## config.mk

```make
export PLATFORM = sky130hd
export DESIGN_NAME = echo_sequencer
export DESIGN_NICKNAME = d
export VERILOG_FILES = /design/src/rtl/echo_sequencer.sv
export SDC_FILE = /design/constraint.sdc
export NUM_CORES = 1
export LEC_CHECK = 0
export ABC_AREA = 1
export CAP_MARGIN = 20
export CORE_AREA = 2 2 80 82
export DETAILED_ROUTE_END_ITERATION = 7
export DIE_AREA = 0 0 82 84
export PLACE_DENSITY = 0.64
export REMOVE_ABC_BUFFERS = 1
export SETUP_SLACK_MARGIN = 0.4
export SLEW_MARGIN = 20
export SYNTH_ARGS = -nofsm -noshare
export SYNTH_HDL_FRONTEND = slang
export SYNTH_SLANG_ARGS = --single-unit
```

## constraint.sdc

```tcl
create_clock -name clk -period 2.09 [get_ports clk]
set_input_delay 0.418 -clock clk [delete_from_list [all_inputs] [get_ports clk]]
set_output_delay 0.418 -clock clk [all_outputs]
set_load 0.02 [all_outputs]
```

## src/rtl/echo_sequencer.sv

```systemverilog
// echo_sequencer
// Runs one ultrasonic ranging cycle at a time. It emits the trigger pulse,
// synchronizes the asynchronous echo, and gates the echo into a clean
// `enable` window for the downstream pulse-period counter. Both waits are
// bounded by timeouts. Measurements repeat every REPEAT_CYC cycles while
// `start` is held.
//
// Optional feature: define ECHO_GLITCH_FILTER_EN to add a 3-cycle stability
// filter after the synchronizer. This raises echo latency from 3 to 5
// cycles on both edges.
//
// Ports:
//   clk      in   system clock
//   rst      in   synchronous active-high reset
//   start    in   level; measurements repeat while high
//   echo     in   asynchronous sensor echo
//   trig     out  sensor trigger pulse (TRIG_CYC cycles)
//   enable   out  measurement window to the period counter
//   busy     out  high whenever the FSM is not in IDLE
//   timeout  out  one-cycle pulse on a wait-for-echo or echo-width timeout
//   state_o  out  current FSM state (debug observation)
//
// Handshake: there is none. `start` is a level that is sampled only when
// leaving IDLE or HOLDOFF. All outputs are registered.

module echo_sequencer #(
  parameter int TRIG_CYC    = 500,
  parameter int TIMEOUT_CYC = 1_500_000,
  parameter int REPEAT_CYC  = 3_000_000,
  parameter int CNT_W       = 22
) (
  input  logic       clk,
  input  logic       rst,
  input  logic       start,
  input  logic       echo,
  output logic       trig,
  output logic       enable,
  output logic       busy,
  output logic       timeout,
  output logic [2:0] state_o
);

  typedef enum logic [2:0] {
    IDLE    = 3'd0,
    TRIG    = 3'd1,
    WAIT_HI = 3'd2,
    ECHO    = 3'd3,
    HOLDOFF = 3'd4
  } state_t;

  localparam logic [CNT_W-1:0] CNT_MAX      = '1;
  localparam logic [CNT_W-1:0] CNT_ONE      = {{(CNT_W-1){1'b0}}, 1'b1};
  localparam logic [CNT_W-1:0] TRIG_LAST    = CNT_W'(TRIG_CYC - 1);
  localparam logic [CNT_W-1:0] TIMEOUT_LAST = CNT_W'(TIMEOUT_CYC - 1);
  localparam logic [CNT_W-1:0] REPEAT_LAST  = CNT_W'(REPEAT_CYC - 1);

  state_t           state_q;
  logic             trig_q, enable_q, busy_q, timeout_q;
  logic [CNT_W-1:0] cnt_q;     // per-state counter: trig width / timeouts
  logic [CNT_W-1:0] period_q;  // cycles since the last trig rise
  logic [CNT_W-1:0] cnt_inc_d, period_inc_d;
  logic             sync1_q, sync2_q;
  logic             echo_s;

  // ---------------------------------------------------------------------
  // Echo synchronizer (and optional stability filter)
  // ---------------------------------------------------------------------
`ifdef ECHO_GLITCH_FILTER_EN
  logic sync3_q, filt_q;

  // The filter output follows only once three consecutive synchronized
  // samples agree. A pulse or gap shorter than 3 cycles therefore never
  // fills all three stages.
  always_ff @(posedge clk) begin
    if (rst) begin
      sync1_q <= 1'b0;
      sync2_q <= 1'b0;
      sync3_q <= 1'b0;
      filt_q  <= 1'b0;
    end else begin
      sync1_q <= echo;
      sync2_q <= sync1_q;
      sync3_q <= sync2_q;
      if (sync1_q && sync2_q && sync3_q)
        filt_q <= 1'b1;
      else if (!sync1_q && !sync2_q && !sync3_q)
        filt_q <= 1'b0;
    end
  end

  assign echo_s = filt_q;
`else
  always_ff @(posedge clk) begin
    if (rst) begin
      sync1_q <= 1'b0;
      sync2_q <= 1'b0;
    end else begin
      sync1_q <= echo;
      sync2_q <= sync1_q;
    end
  end

  assign echo_s = sync2_q;
`endif

  // Saturating increments: the counters hold at all-ones and never wrap.
  assign cnt_inc_d    = (cnt_q == CNT_MAX)    ? cnt_q    : cnt_q + CNT_ONE;
  assign period_inc_d = (period_q == CNT_MAX) ? period_q : period_q + CNT_ONE;

  // ---------------------------------------------------------------------
  // Sequencer FSM with registered outputs
  // ---------------------------------------------------------------------
  always_ff @(posedge clk) begin
    if (rst) begin
      state_q   <= IDLE;
      trig_q    <= 1'b0;
      enable_q  <= 1'b0;
      busy_q    <= 1'b0;
      timeout_q <= 1'b0;
      cnt_q     <= '0;
      period_q  <= '0;
    end else begin
      timeout_q <= 1'b0;
      cnt_q     <= cnt_inc_d;
      period_q  <= period_inc_d;
      case (state_q)
        IDLE: begin
          cnt_q    <= '0;
          period_q <= '0;
          if (start) begin
            state_q <= TRIG;
            trig_q  <= 1'b1;
            busy_q  <= 1'b1;
          end
        end
        TRIG: begin
          if (cnt_q == TRIG_LAST) begin
            state_q <= WAIT_HI;
            trig_q  <= 1'b0;
            cnt_q   <= '0;
          end
        end
        WAIT_HI: begin
          // When an echo and the timeout land in the same cycle, the echo wins.
          if (echo_s) begin
            state_q  <= ECHO;
            enable_q <= 1'b1;
            cnt_q    <= '0;
          end else if (cnt_q == TIMEOUT_LAST) begin
            state_q   <= HOLDOFF;
            timeout_q <= 1'b1;
          end
        end
        ECHO: begin
          if (!echo_s) begin
            state_q  <= HOLDOFF;
            enable_q <= 1'b0;
          end else if (cnt_q == TIMEOUT_LAST) begin
            state_q   <= HOLDOFF;
            enable_q  <= 1'b0;
            timeout_q <= 1'b1;
          end
        end
        HOLDOFF: begin
          // A still-high echo extends HOLDOFF with no bound. This stops the
          // next trigger from firing into a live echo.
          if (period_q >= REPEAT_LAST && !echo_s) begin
            cnt_q    <= '0;
            period_q <= '0;
            if (start) begin
              state_q <= TRIG;
              trig_q  <= 1'b1;
            end else begin
              state_q <= IDLE;
              busy_q  <= 1'b0;
            end
          end
        end
        default: begin
          state_q  <= IDLE;
          trig_q   <= 1'b0;
          enable_q <= 1'b0;
          busy_q   <= 1'b0;
        end
      endcase
    end
  end

  assign trig    = trig_q;
  assign enable  = enable_q;
  assign busy    = busy_q;
  assign timeout = timeout_q;
  assign state_o = state_q;

endmodule

```

==> summary.md <==
| Metric | Value |
|---|---|
| Hold_ws | 0.406 ns |
| Diode count | 0 |
| Clock Latency Late Sink | 0.31 ns |
| Top post-synthesis cells by area | dfxtp_1 (36%), nand2_1 (10%), nor2_1 (8.5%) |
| Setup ws final | 0.450 ns |
| Mapped Cells | 431 |
| Storage cell area | 1090 um^2 |
| Total gr overflow | 0 |
| Crit Path Max Fanout | 6 |
| CP startpoint | cnt_q[0] |
| Layout cells sized above 1 | 22.7% |
| Slew of the pin with the lowest slew margin | 0.650 ns |
| Minimum clock period | 1.64 ns |
| Layout area overhead | 22.2% |
| Vias in the first global route | 2771 |
| P_sw | 543 uW |
| Total GRT Usage | 22.5% |
| Maximum vdd ir drop | 0.389 mV |
| Root buffer cell | clkbuf_8 |
| Internal cell power | 1.52 mW |
| Fin crit share | 78.5% |
| Global-route wire length before repair | 12.2 mm |
| Core area | 6100 um^2 |
| Initial Utilization | 48.5% |
| Status | finished, final reports clean |
| YS warnings | 0 |
| Pleak | 1.32 nW |
| Sw Ratio | 26.3% |
| Area of the multi-input gates | 1870 um^2 |
| CP Class | reg -> reg |
| Clk sinks | 53 |
| Vias | 2895 |
| Pwr Density | 571 nW/um^2 |
| RSZ-0062 raised after global routing | yes |
| Cell variety after synth | 28 |
| Post-synthesis simple-gate area fraction | 38.0% |
| Clk slew on worst S/H paths | 0.09 ns |
| Die area | 6890 um^2 |
| Cell Count Post-Placement | 517 |
| Hold Vio Cnt, Final | 0 |
| Htree depth | 2 |
| I/O pins | 11 |
| Rel. slew slack | 56.7% |
| Flop-to-flop setup slack | 0.45 ns |
| Mapped cell area | 2960 um^2 |
| Hold_buf cts | 0 |
| Post-synthesis mux area share | 0% |
| Fin. max-slew vios | 0 |
| Post-DP HPWL | 5.01 mm |
| Post-layout nets | 467 |
| Non-Filler Instances | 539 |
| Post-synthesis compound-gate area fraction | 8.72% |
| Adder-Cell Fraction of Synth Area | 0.846% |
| Combinational Power Share | 13.9% |
| PortBufs | 10 |
| Clock skew | 0.0101 ns |
| Worst R2R Start | cnt_q[0] |
| FF+latch count, synth | 53 |
| Drt initial violations | 98 |
| Drt wl/cell | 13.5 um |
| DRC Markers | 0 |
| Area leader, netlist | dfxtp_1 |
| Rows | 29 |
| Sequential area share after synthesis | 35.9% |
| Clock share of power | 35.0% |
| Setup violators final | 0 |
| CTS tree | yes |
| Routability cong. | 0.897 |
| Total CTS buffers | 5 |
| Die Wd | 82 um |
| Avg Inst Size Synth | 6.86 um^2 |
| Largest family of logic cells by synthesized area | simple AND/OR/NAND/NOR gates |
| Filler Cells Inserted | 603 |
| Crit. End Element | flip-flop |
| DRT Pass-1 Iters | 5 |
| Setup TNS | 0 ns |
| Type of origin of the critical path | flip-flop |
| F_max | 610 MHz |
| Largest net degree at the start of global routing | 23 |
| Hold Path Class | reg -> reg |
| Die span in y | 84 um |
| Critical Path RT | 2.29 ns |
| Total wire length | 7.29 mm |
| Post-placement setup slack | 0.150 ns |
| Xor/xnor cell area share of the yosys netlist | 7.70% |
| Post-synth top area share | 35.9% |
| Flop pwr share | 51.1% |
| Routed Antenna Nets | 0 |
| Vias/cell | 5.37 |
| Initial antenna violation count | 0 |
| Max-cap violation count | 0 |
| Arrival time worst endpoint | 1.84 ns |
| Hold_sp | sync1_q |
| Max Buffers Root-to-Sink | 2 |
[cells by family (layout without fill, tap and decap cells)]
group           count (synthesis)  count (layout)
simple gates                  242             245
compound gates                 51              51
flops                          53              53
fa+ha+maj                       2               2
xor+xnor                       26              26
buf+inv                        57              85
[flip-flops by register name (all words and copies together), names as in the netlist]
register	flops
cnt_q	22
period_q	22
state_o	3
busy	1
echo_s	1
enable	1
sync1_q	1
timeout	1
trig	1
[synth_stat cells]
cell / instances
xor2_1: 18
dfxtp_1: 53
a21oi_1: 41
o21ai_0: 9
nand4_1: 19
or2_2: 2
nand3_1: 23
nand2_1: 79
nor2_2: 5
buf_2: 1
inv_1: 46
nor3b_1: 1
clkbuf_1: 1
nor2_4: 1
nor2_1: 67
nor3_2: 4
nor3_1: 26
nand3b_1: 2
o21a_1: 1
nand3_2: 2
buf_6: 6
xnor2_1: 8
inv_2: 2
nand2_4: 1
nor4_1: 3
nand2_2: 7
ha_1: 2
clkinv_2: 1
[repair_timing]
action,CTS,global route
pin swaps,3,11
cloned,3,0
endpoints found under the setup margin,48,51
setup buffers,4,7
gates resized for setup,19,58
[final timing paths]
check              end  depth (start not counted)
min             echo_s                          2
max          cnt_q[17]                          8
min reg2reg     echo_s                          2
max reg2reg  cnt_q[17]                          8
[stage by stage]
step,area (um^2),util (%),total power [mW]
global placement,3140,51.5,1.28
finish,3610,59.3,2.06
floorplan,2880,-,1.21
global route,3610,59.3,2.15
CTS,3370,55.3,2.06
detailed placement,3140,51.5,1.29
[worst max-delay path, stage by stage, from the launching register on]
cell	delay, ns
dfxtp_4	0.39
ha_4	0.17
inv_1	0.09
nor3_2	0.12
nand4_1	0.17
nand2_2	0.16
nand3_4	0.20
nand2_8	0.17
a21oi_1	0.05
[cell usage in the layout (no fill, tap or decap), types with 17 or more instances in the layout]
cell type / synthesis / layout
xor2_1: 18 / 18
nor3_1: 26 / 21
nand2_1: 79 / 73
buf_4: 0 / 17
nand3_1: 23 / 21
dfxtp_1: 53 / 36
inv_1: 46 / 44
nor2_1: 67 / 58
a21oi_1: 41 / 34
nand4_1: 19 / 19
[cell type report]
cell class	instances	area share, %
multi-input cells	324	51.7
clock inverters	1	0.831
repair buffers	28	6.93
flip-flops and latches	53	30.1
clock buffers	7	2.39
inverters	49	5.37
well taps	77	2.67
[routing by layer]
metal	track usage, %	wire (um)	vias to the layer above
met5	0	0	-
met1	27.7	3220	1328
li1	-	-	1470
met4	9.24	234	0
met3	4.55	260	23
met2	37.4	3570	74
[power by group through the flow]
stage / sequential (mW) / combinational [mW] / clock (mW)
after floorplan: 1.08 / 0.124 / 0
after global placement: 1.07 / 0.212 / 0
after detailed placement: 1.07 / 0.213 / 0
after CTS: 1.05 / 0.262 / 0.744
after global routing: 1.06 / 0.316 / 0.778
final: 1.05 / 0.286 / 0.724
(Power assumes the default switching activity.)
